`config.mk`:
```
export PLATFORM = sky130hd
export DESIGN_NAME = lod_job_scheduler
export DESIGN_NICKNAME = d
export VERILOG_FILES = /design/src/rtl/lod_job_scheduler.sv
export SDC_FILE = /design/constraint.sdc
export NUM_CORES = 1
export LEC_CHECK = 0
export ABC_CLOCK_PERIOD_IN_PS = 4300
export CORE_ASPECT_RATIO = 1.75
export CORE_UTILIZATION = 45
export DETAILED_ROUTE_END_ITERATION = 8
export GPL_TIMING_DRIVEN = 0
export PLACE_DENSITY_LB_ADDON = 0.2
export SKIP_CTS_REPAIR_TIMING = 1
export SLEW_MARGIN = 20
export SYNTH_ARGS = -nofsm -noshare
export SYNTH_HDL_FRONTEND = slang
export SYNTH_SLANG_ARGS = --single-unit
```
`constraint.sdc`:
```
create_clock -name clk -period 4.3 [get_ports clk]
set_clock_uncertainty 0.15 [all_clocks]
set_input_delay 0.645 -clock clk [delete_from_list [all_inputs] [get_ports clk]]
set_output_delay 0.645 -clock clk [all_outputs]
set_load 0.05 [all_outputs]
```
`src/rtl/lod_job_scheduler.sv`:
```
// lod_job_scheduler: serves a latched request mask from its highest set bit to
// its lowest, one shared-ALU operation at a time.
module lod_job_scheduler #(
    parameter int unsigned NREQ = 32,
    // Bits needed to hold any index 0..NREQ-1.
    localparam int unsigned IDXW = (NREQ > 1) ? $clog2(NREQ) : 1
) (
    input  logic            clk,
    input  logic            aclr,
    input  logic            ce,
    input  logic            sclr,
    input  logic            start,
    input  logic [NREQ-1:0] req_vec,
    output logic            grant_valid,
    output logic [IDXW-1:0] grant_idx,
    input  logic            grant_ready,
    input  logic            alu_done,
    output logic            busy,
    output logic            done,
    output logic [IDXW:0]   served_cnt
);

    typedef enum logic [2:0] {
        StIdle,
        StSelect,
        StIssue,
        StWait,
        StFinish
    } state_e;

    state_e          state_q, state_d;
    logic [NREQ-1:0] pend_q, pend_d;
    logic [IDXW-1:0] idx_q, idx_d;
    logic [IDXW-1:0] lod_idx;
    logic [IDXW:0]   cnt_q, cnt_d;

    // Leading-one detect: ascending scan, so the highest set bit is the last to win.
    always_comb begin
        lod_idx = '0;
        for (int i = 0; i < NREQ; i++) begin
            if (pend_q[i]) begin
                lod_idx = IDXW'(i);
            end
        end
    end

    // State and datapath registers; sclr outranks ce, ce=0 freezes everything.
    always_ff @(posedge clk or posedge aclr) begin
        if (aclr) begin
            state_q <= StIdle;
            pend_q  <= '0;
            idx_q   <= '0;
            cnt_q   <= '0;
        end else if (sclr) begin
            state_q <= StIdle;
            pend_q  <= '0;
            idx_q   <= '0;
            cnt_q   <= '0;
        end else if (ce) begin
            state_q <= state_d;
            pend_q  <= pend_d;
            idx_q   <= idx_d;
            cnt_q   <= cnt_d;
        end
    end

    // Next-state and datapath updates.
    always_comb begin
        state_d = state_q;
        pend_d  = pend_q;
        idx_d   = idx_q;
        cnt_d   = cnt_q;
        case (state_q)
            StIdle: begin
                if (start) begin
                    cnt_d = '0;
                    if (|req_vec) begin
                        pend_d  = req_vec;
                        state_d = StSelect;
                    end else begin
                        state_d = StFinish;
                    end
                end
            end
            StSelect: begin
                idx_d   = lod_idx;
                state_d = StIssue;
            end
            StIssue: begin
                // A coincident alu_done is not looked at here, so it is dropped.
                if (grant_ready) begin
                    pend_d[idx_q] = 1'b0;
                    cnt_d         = cnt_q + {{IDXW{1'b0}}, 1'b1};
                    state_d       = StWait;
                end
            end
            StWait: begin
                if (alu_done) begin
                    state_d = (|pend_q) ? StSelect : StFinish;
                end
            end
            StFinish: begin
                state_d = StIdle;
            end
            default: begin
                state_d = StIdle;
            end
        endcase
    end

    // Moore outputs decoded from the state register.
    always_comb begin
        grant_valid = (state_q == StIssue);
        busy        = (state_q == StSelect) || (state_q == StIssue) || (state_q == StWait);
        done        = (state_q == StFinish);
    end

    assign grant_idx  = idx_q;
    assign served_cnt = cnt_q;

endmodule

```
Yosys cells after proc, flatten, opt, wreduce, memory -nomap -nowiden
Index checks and enable logic that the tools add are counted.
{"block": "word_totals", "mem_bits_rw": 0, "mem_count": 0, "latch_bits": 0, "out_inout_bits": 14, "mem_bits_ro": 0, "in_bits": 39, "ff_bits": 46}
{"block": "op_classes", "muxes": 55, "bitwise_logic": 2, "magnitude_cmp": 2, "shifts": 0, "n_addsub": 1, "reduce_logical": 13, "eq_ne": 8, "n_div": 0, "n_mul": 0}
{"cell": "$mux W5", "count": 33}
{"cell": "$mux W32", "count": 5}
{"cell": "$pmux W32 S2", "count": 1}
{"cell": "$reduce_or A32 Y1", "count": 2}
{"cell": "$and A32 B32 Y32", "count": 1}
{"cell": "$not A32 Y32", "count": 1}
{"cell": "$mux W6", "count": 4}
{"cell": "$mux W3", "count": 7}
{"cell": "$pmux W3 S4", "count": 1}
{"cell": "$pmux W6 S2", "count": 1}
{"cell": "$ne A3 B3 Y1 const B", "count": 3}
{"cell": "$reduce_and A4 Y1", "count": 2}
{"cell": "$add A6 B1 Y6 const B", "count": 1}
{"cell": "$eq A3 B2 Y1 const B", "count": 2}
{"cell": "$lt A5 B6 Y1 const B", "count": 1}
{"cell": "$demux W1 S5", "count": 1}
{"cell": "$ge A5 B1 Y1 const B", "count": 1}
{"cell": "$reduce_and A5 Y1", "count": 1}
{"cell": "$reduce_bool A2 Y1", "count": 2}
{"cell": "$eq A3 B1 Y1 const B", "count": 1}
{"cell": "$eq A3 B3 Y1 const B", "count": 1}
{"cell": "$logic_not A3 Y1", "count": 1}
{"cell": "$ne A3 B2 Y1 const B", "count": 1}
{"cell": "$reduce_bool A3 Y1", "count": 1}
{"cell": "other kinds (4)", "count": 6}

Longest topological paths before layout
Gate-level depths: netlist of the first run.
{"block": "depth", "depth_word": 34, "depth_mapped": 9, "depth_no_buf": 5}

Worst setup path after synthesis of the first run
Ideal clock, no wire load.
{"block": "synth_timing", "path_type": "register to output", "start": "register state_q[1]", "end": "output done", "n_path_buf": 1, "stages_incl_launch_ff": 3, "slack_ns": 1.820, "arrival_ns": 1.685, "path_cell_list": "dfrtp_1 -> clkbuf_1 -> nor3_1"}
{"block": "synth_between", "elab_chain_cells": 1}
{"element": "start, declared", "line": "31", "rtl": "state_e state_q, state_d;"}
{"element": "start signal, assigned", "line": "50", "rtl": "state_q <= StIdle;"}
{"element": "start signal, assigned", "line": "55", "rtl": "state_q <= StIdle;"}
{"element": "start signal, assigned", "line": "60", "rtl": "state_q <= state_d;"}
{"element": "$eq A3 B3 Y1", "line": "115", "rtl": "done = (state_q == StFinish);"}
{"element": "end, declared", "line": "19", "rtl": "output logic done,"}
No other way between the ends.

Worst setup path in the final report of the first run
{"block": "layout_timing", "start": "input req_vec[24]", "end": "register pend_q[3]"}
{"block": "layout_between", "elab_chain_cells": 3}
{"element": "start, declared", "line": "13", "rtl": "input logic [NREQ-1:0] req_vec,"}
{"element": "$reduce_or A32 Y1", "line": "77", "rtl": "if (|req_vec) begin"}
{"element": "$ne A3 B3 Y1 (no source line)"}
{"element": "$reduce_and A5 Y1 (no source line)"}
{"element": "end signal, assigned", "line": "61", "rtl": "pend_q <= pend_d;"}
{"element": "end, declared", "line": "32", "rtl": "logic [NREQ-1:0] pend_q, pend_d;"}
No other way between the ends.
A chain may end at the register's enable or synchronous reset.

==> reports/metrics.sh, run 1 <==
OUTCOME='finished clean'
MAX_CAP_VIOL_COUNT=0
CLKTRANSATPATHREGS_NS=0.09
FINALCRITICALPERIOD_NS=3.01
MAX_SLEW_MARGIN_PCT=35.0
POWER_SWITCHING_W=0.000378
DPL.HPWL_UM=6220
P_INT_W=0.000781
GRT_SETUP_UNREPAIRED='false'
CLOCK_LATENCY_AT_THE_LATER_PIN_OF_THE_WORST_SKEW_PAIR_NS=0.32
CTS_NUM_SINKS=46
TIMING_WORST_SETUP_PATH_TYPE='input port to flop'
FINALWEIGHTEDCONGESTION=0.908
GRT.MET1_USAGE_PCT=28.4
SYNTH-MAIN-FF-CELL='sky130_fd_sc_hd__dfrtp_1'
NETLIST_INSTANCES=319
WORST_SETUP_PATH_END_KIND='flop'
FINAL_MAX_SLEW_VIOL_COUNT=0
VIAS_IN_THE_FIRST_GLOBAL_ROUTE=2669
OVERFLOW=0
USE_MET3_PCT=3.71
REG2REG_DEPTH=6
SYNTHDISTINCTLIBCELLS=47
GRT_UTIL_MET2_PCT=47.7
CTS_MAX_LEVEL=2
START_KIND='input port'
SEQPWRFRAC_PCT=44.7
CTS_BUFFERS=5
DRIVE_GT1_SHARE_PCT=6.60
INITIAL_CORE_UTIL_PCT=46.4
SYNTH.NET_COUNT=359
HOLD_VIOLATIONS=0
DIE_HEIGHT_UM=108
DRCVIOLATIONCOUNT=0
DIE_X_UM=62.4
IO_BUFFERS=51
FINAL.SETUP.WORST_SLACK_NS=1.29
CORE_AREA_MM2=0.00618
SYNTH_ENABLE_FLOP_CELLS=0
MAXCLOCKFREQUENCY_MHz=332
VDD.IR_DROP.WORST_mV=0.267
TIMING.HOLD.WORST.START='pend_q[0]$_DFFE_PP0P_'
PWRDENS_mW_PER_MM2=321
AVGROUTEDWIREPERCELL_UM=17.9
DETAILEDROUTE.FIRSTITERATIONVIOLATIONS=239
NUMBER_OF_ROWS_CREATED_AT_FLOORPLAN=38
PIN_COUNT=53
SETUP-TNS-FINAL_NS=0
STDCELL_COUNT=459
ANTENNA_LEFT=0
REG2REG_TO='pend_q[3]$_DFFE_PP0P_'
GRT_START_MAX_NET_PINS=25
FINISH.NET_COUNT=418
CP_DATA_REQUIRED_TIME_NS=4.41
POSTLAYOUTCOREUTIL_PCT=58.4
CRIT_PATH_MAX_FANOUT=10
HOLDPATHEND='pend_q[0]$_DFFE_PP0P_'
YS_SEQ_AREA_SHARE_PCT=40.1
GRT_UTIL_ALL_LAYERS_PCT=25.5
WORST_HOLD_PATH_TYPE='flop to flop'
TOP_USAGE_LAYER='met2'
POSTSYNTHAREAPERCELL_UM2=9.00
FLOORPLAN.DIE_AREA_MM2=0.00671
INSERTEDDIODECOUNT=0
CLOCKROOTBUFFER='sky130_fd_sc_hd__clkbuf_8'
DETAIL_ROUTE.FIRST_PASS.ITERATIONS=4
VIASPERCELL=6.01
GRT_PASS1_WL_UM=13200
SHARE_CLK_OF_TOTAL_POWER_PCT=27.2
COMBPWRFRAC_PCT=28.1
VIAS=2758
LEAKAGE_POWER_nW=1.55
GRT_ANTENNA_BEFORE_REPAIR=0
POWER_SWITCHING_SHARE_PCT=32.6
LAYOUT_WORST_PATH_CYCLE_SHARE_PCT=70.0
CP.ARRIVAL_NS=3.11
REPORT.FINAL.SETUP_VIOL=0
DP_SLACK_NS=1.03
SYNTH-SEQ-CELLS=46
DRT_WL_TOTAL_UM=8200
TRITONCTS_CLOCK_TREE='done'
YS_WARN_COUNT=0
PLACED_CELLS=451
AREA.GROWTH.SYNTH_TO_FINAL_PCT=25.8
POST_SYNTH_DESIGN_CELL_AREA_MM2=0.00287
R2R-START='state_q[2]$_DFFE_PP0P_'
MAX-CLOCK-PATH-BUFFERS=2
ASYNCSETRESETFLOPFRACSYNTH_PCT=100
WHS_PATH_DEPTH=1
WORSTMARGINPINSLEW_NS=0.965
REG2REG_SLACK_NS=1.92
critical path, cell delays in order:
cell                              delay [ns]
sky130_fd_sc_hd__clkdlybuf4s50_1        0.43
sky130_fd_sc_hd__nor4_1                 0.50
sky130_fd_sc_hd__nand4_1                0.29
sky130_fd_sc_hd__nor3_1                 0.49
sky130_fd_sc_hd__clkbuf_1               0.40
sky130_fd_sc_hd__or3_1                  0.21
sky130_fd_sc_hd__a22o_1                 0.15
cell families (layout without fill, tap and decap cells):
logic type	after synthesis	after routing	share of synthesized area [%]
buffers and inverters	33	93	6.23
AO/OA/AOI/OAI	101	101	25.0
AND/OR/NAND/NOR	133	133	26.6
adder cells (fa/ha/maj)	1	1	0.436
flip-flops	46	46	40.1
XOR/XNOR	4	4	1.22
multiplexers	1	1	0.349
cells in the final DEF (no fill, tap or decap), types with 6 or more instances in the layout:
cell / count
sky130_fd_sc_hd__clkbuf_8: 8
sky130_fd_sc_hd__nor4_1: 18
sky130_fd_sc_hd__nand2_1: 15
sky130_fd_sc_hd__buf_6: 7
sky130_fd_sc_hd__inv_1: 7
sky130_fd_sc_hd__clkdlybuf4s50_1: 51
sky130_fd_sc_hd__nor3_1: 14
sky130_fd_sc_hd__a21oi_1: 38
sky130_fd_sc_hd__clkbuf_1: 12
sky130_fd_sc_hd__o21ai_0: 6
sky130_fd_sc_hd__a22o_1: 31
sky130_fd_sc_hd__or3_1: 32
sky130_fd_sc_hd__dfrtp_1: 46
sky130_fd_sc_hd__nor2_1: 22
layout make-up:
type                       instances  area [µm²]
fill                             561        2570
timing repair buffer              52         531
multi-input combinational        240        1540
sequential                        46        1150
clock buffer                       8         110
inverter                           9        33.8
tap                               80         100
buffer                            24         145
cells in the mapped netlist, types with 6 or more instances:
master | number | area (µm²)
sky130_fd_sc_hd__dfrtp_1 | 46 | 1150
sky130_fd_sc_hd__a21oi_1 | 38 | 190
sky130_fd_sc_hd__or3_1 | 32 | 200
sky130_fd_sc_hd__a22o_1 | 31 | 272
sky130_fd_sc_hd__nor2_1 | 22 | 82.6
sky130_fd_sc_hd__nor4_1 | 18 | 113
sky130_fd_sc_hd__nand2_1 | 15 | 56.3
sky130_fd_sc_hd__nor3_1 | 14 | 70.1
sky130_fd_sc_hd__clkbuf_1 | 12 | 45.0
sky130_fd_sc_hd__inv_1 | 8 | 30.0
sky130_fd_sc_hd__buf_6 | 7 | 78.8
sky130_fd_sc_hd__o21ai_0 | 6 | 30.0
sequential cells by signal, indices dropped and copies added, names as in the netlist:
register	count
pend_q	32
served_cnt	6
grant_idx	5
state_q	3
power by group through the flow:
stage,Combinational [W],Sequential [W],Clock [W]
floorplan,0.000197,0.000525,0
global placement,0.000316,0.000523,0
detailed placement,0.000322,0.000525,0
CTS,0.000324,0.000516,0.000320
global route,0.000351,0.000524,0.000339
finish,0.000325,0.000518,0.000315
stage by stage:
step	hold slack (ns)	cell area, µm²	total power [W]
after floorplan	0.317	2870	0.000722
after CTS	0.370	3610	0.00116
after global routing	0.382	3610	0.00121
after detailed placement	0.341	3500	0.000846
after global placement	0.338	3480	0.000839
final	0.373	3610	0.00116
per-layer routing:
metal  routed length, µm  vias up
met5                   0        -
met4                 227        0
met3                 298       16
met2                4340       73
met1                3330     1341
li1                    -     1328
how the worst max path moves through the flow:
stage / slack, ns / cells past startpoint / from / end
2_1_floorplan: 1.82 / 2 / state_q[1]$_DFFE_PP0P_ / done
3_3_place_gp: 0.98 / 7 / req_vec[27] / pend_q[3]$_DFFE_PP0P_
3_5_place_dp: 1.03 / 7 / req_vec[27] / pend_q[3]$_DFFE_PP0P_
4_1_cts: 1.36 / 7 / req_vec[27] / pend_q[3]$_DFFE_PP0P_
5_1_grt: 1.20 / 7 / req_vec[24] / pend_q[3]$_DFFE_PP0P_
6_report: 1.29 / 7 / req_vec[24] / pend_q[3]$_DFFE_PP0P_
(Power assumes the default switching activity.)
==> inputs of run 2 (changes only) <==
Settings changed: ABC_CLOCK_PERIOD_IN_PS 4300 to 2550.
Clock period 4.3 ns to 2.55 ns, I/O delays scaled along.
==> run 2 against run 1 <==
  * Clock-buffer cell count unchanged
  * Sequential share of layout area down 0.45 points
  * Wire length down 0.11%
  * Die area unchanged
  * Combinational power is 70% higher
  * First-iteration DRC count shrank 18%
  * Power increased by 69%
  * Utilization rose by 0.83 points
  * Sequential cell count unchanged
  * Register-to-register slack got worse by 1.6 ns
  * Non-clock buffer count grew 2
  * Critical path depth is the same
==> reports/metrics.sh, run 2 (synthesis gave the netlist of run 1 again) <==
CTS_NUM_SINKS=46  # unchanged
VIAS=2769  # was 2758
GRT_PASS1_WL_UM=13200  # about the same
POWER_SWITCHING_W=0.000635  # was 0.000378 W
GRT_START_MAX_NET_PINS=25  # unchanged
STDCELL_COUNT=461  # was 459
GRT_UTIL_ALL_LAYERS_PCT=25.5  # about the same
SETUP-TNS-FINAL_NS=0  # unchanged
CRIT_PATH_MAX_INCR_DELAY_NS=0.47  # was 0.50 ns
FINALCRITICALPERIOD_NS=2.51
CP_DATA_REQUIRED_TIME_NS=2.61  # was 4.41 ns
VDD.IR_DROP.WORST_mV=0.450  # was 0.267 mV
CRITPATHMOSTFREQUENTCELL='sky130_fd_sc_hd__nor4_2'
AREA.GROWTH.SYNTH_TO_FINAL_PCT=27.6  # was 25.8%
FLOORPLAN.DIE_AREA_MM2=0.00671  # unchanged
IO_BUFFERS=51  # unchanged
CLKTRANSATPATHREGS_NS=0.09  # about the same
FINAL_MAX_SLEW_VIOL_COUNT=0  # unchanged
TRITONCTS_CLOCK_TREE='done'  # unchanged
LEAKAGE_POWER_nW=1.61  # was 1.55 nW
DPL.HPWL_UM=6220  # unchanged
DRCVIOLATIONCOUNT=0  # unchanged
PLACED_CELLS=451  # unchanged
PWRDENS_mW_PER_MM2=533  # was 321 mW/mm²
MAX-CLOCK-PATH-BUFFERS=2  # unchanged
DIE_X_UM=62.4  # unchanged
WORSTMARGINPINSLEW_NS=1.04  # was 0.965 ns
SHARE_CLK_OF_TOTAL_POWER_PCT=27.1  # was 27.2%
INITIAL_CORE_UTIL_PCT=46.4  # unchanged
CPMAXSTAGEDELAYCELL='sky130_fd_sc_hd__clkdlybuf4s50_1'  # was sky130_fd_sc_hd__nor4_1
FINALWEIGHTEDCONGESTION=0.908  # unchanged
VIASPERCELL=6.01  # about the same
MOSTFREQUENTLAYOUTCELL='sky130_fd_sc_hd__clkdlybuf4s50_1'  # unchanged
DETAILEDROUTE.FIRSTITERATIONVIOLATIONS=196  # was 239
GRT_ANTENNA_BEFORE_REPAIR=0  # unchanged
WORSTPATHCELLLIST='clkdlybuf4s50_1 -> nor4_2 -> nand4_1 -> nor4b_2 -> nor4_2 -> clkbuf_2 -> a22o_1'  # was clkdlybuf4s50_1 -> nor4_1 -> nand4_1 -> nor3_1 -> clkbuf_1 -> or3_1 -> a22o_1
MAX_CAP_VIOL_COUNT=0  # unchanged
VIAS_IN_THE_FIRST_GLOBAL_ROUTE=2665  # was 2669
ANTENNA_LEFT=0  # unchanged
WORST_HOLD_PATH_TYPE='input port to flop'  # was flop to flop
DETAIL_ROUTE.FIRST_PASS.ITERATIONS=4  # unchanged
P_INT_W=0.00132  # was 0.000781 W
COMBPWRFRAC_PCT=28.2  # was 28.1%
MOST_USED_CELLS_IN_THE_LAYOUT_EXCLUDING_FILL_AND_TAP_CELLS='sky130_fd_sc_hd__clkdlybuf4s50_1, sky130_fd_sc_hd__dfrtp_1, sky130_fd_sc_hd__a21oi_1'  # unchanged
CTS_MAX_LEVEL=2  # unchanged
CTS_BUFFERS=5  # unchanged
PLACEMENT.CELL_AREA_MM2=0.00350  # unchanged
AVGROUTEDWIREPERCELL_UM=17.8  # was 17.9 µm
DRT_WL_TOTAL_UM=8190  # was 8200 µm
CORE_AREA_MM2=0.00618  # unchanged
FILLERS=561  # unchanged
WORST_SETUP_PATH_END_KIND='flop'  # unchanged
NUMBER_OF_ROWS_CREATED_AT_FLOORPLAN=38  # unchanged
WORST_HOLD_SLACK_NS=0.134  # was 0.373 ns
POWER_SWITCHING_SHARE_PCT=32.5  # was 32.6%
DIE_HEIGHT_UM=108  # unchanged
OVERFLOW=0  # unchanged
CP_NUM_BUF_INV=2  # unchanged
CP_TOP_FAMILY='simple AND/OR/NAND/NOR gates'  # unchanged
LARGEST-REGISTER='pend_q'  # unchanged
MAXCLOCKFREQUENCY_MHz=399
OUTCOME='finished clean'  # unchanged
P_TOTAL_W=0.00195  # was 0.00116 W
START_KIND='input port'  # unchanged
CLOCKROOTBUFFER='sky130_fd_sc_hd__clkbuf_8'  # unchanged
LAYOUT_WORST_PATH_CYCLE_SHARE_PCT=98.4
CRIT_PATH_MAX_FANOUT=10  # unchanged
DRIVE_GT1_SHARE_PCT=9.71  # was 6.60%
NUMBER_OF_FLIP_FLOPS_UNDER_THE_LARGEST_REGISTER_NAME=32  # unchanged
MAX_SLEW_MARGIN_PCT=30.1  # was 35.0%
SEQPWRFRAC_PCT=44.7  # about the same
FINISH.NET_COUNT=420  # was 418
TIMING_WORST_SETUP_PATH_TYPE='input port to flop'  # unchanged
CP.ARRIVAL_NS=2.57  # was 3.11 ns
REPORT.FINAL.SETUP_VIOL=0  # unchanged
FINAL_DESIGN_AREA_NO_FILL_MM2=0.00366  # was 0.00361 mm²
PIN_COUNT=53  # unchanged
INSERTEDDIODECOUNT=0  # unchanged
CLOCK_LATENCY_AT_THE_LATER_PIN_OF_THE_WORST_SKEW_PAIR_NS=0.32  # about the same
HOLD_VIOLATIONS=0  # unchanged
==> run 2: power by group through the flow <==
stage	clock network, W	logic, W	registers, W
floorplan	0	0.000333	0.000885
global placement	0	0.000532	0.000883
detailed placement	0	0.000542	0.000884
CTS	0.000540	0.000546	0.000871
global route	0.000573	0.000595	0.000883
finish	0.000529	0.000551	0.000873
==> run 2: worst paths after layout <==
path,start,end,slack (ns),cells after the start
max reg2reg,state_q[2]$_DFFE_PP0P_,pend_q[3]$_DFFE_PP0P_,0.30,8
max in group asynchronous,aclr,state_q[0]$_DFFE_PP0P_,1.48,3
min reg2reg,pend_q[0]$_DFFE_PP0P_,pend_q[0]$_DFFE_PP0P_,0.37,1
max,req_vec[27],pend_q[3]$_DFFE_PP0P_,0.04,7
min in group asynchronous,aclr,pend_q[30]$_DFFE_PP0P_,0.26,2
min,sclr,state_q[0]$_DFFE_PP0P_,0.13,2
==> run 2: final cells by class <==
class / count / area [µm²] / share of cell area [%]
Multi-Input combinational cell: 240 / 1560 / 42.7
Sequential cell: 46 / 1150 / 31.4
Timing Repair Buffer: 54 / 551 / 15.0
Buffer: 24 / 153 / 4.17
Clock buffer: 8 / 110 / 3.01
Tap cell: 80 / 100 / 2.73
Inverter: 9 / 33.8 / 0.922
==> run 2: stage by stage <==
step	worst slack, ns	utilization, %
3_3_place_gp	-0.511	56.3
5_1_grt	-0.0484	59.3
2_1_floorplan	0.332	-
4_1_cts	-0.129	58.4
3_5_place_dp	-0.455	56.6
6_report	0.0414	59.3
==> run 2: routing by layer <==
metal  wire length, µm  global-route usage (%)
met3               316                    4.03
met1              3290                    28.4
met2              4370                    47.3
met5                 0                       0
met4               208                    11.3
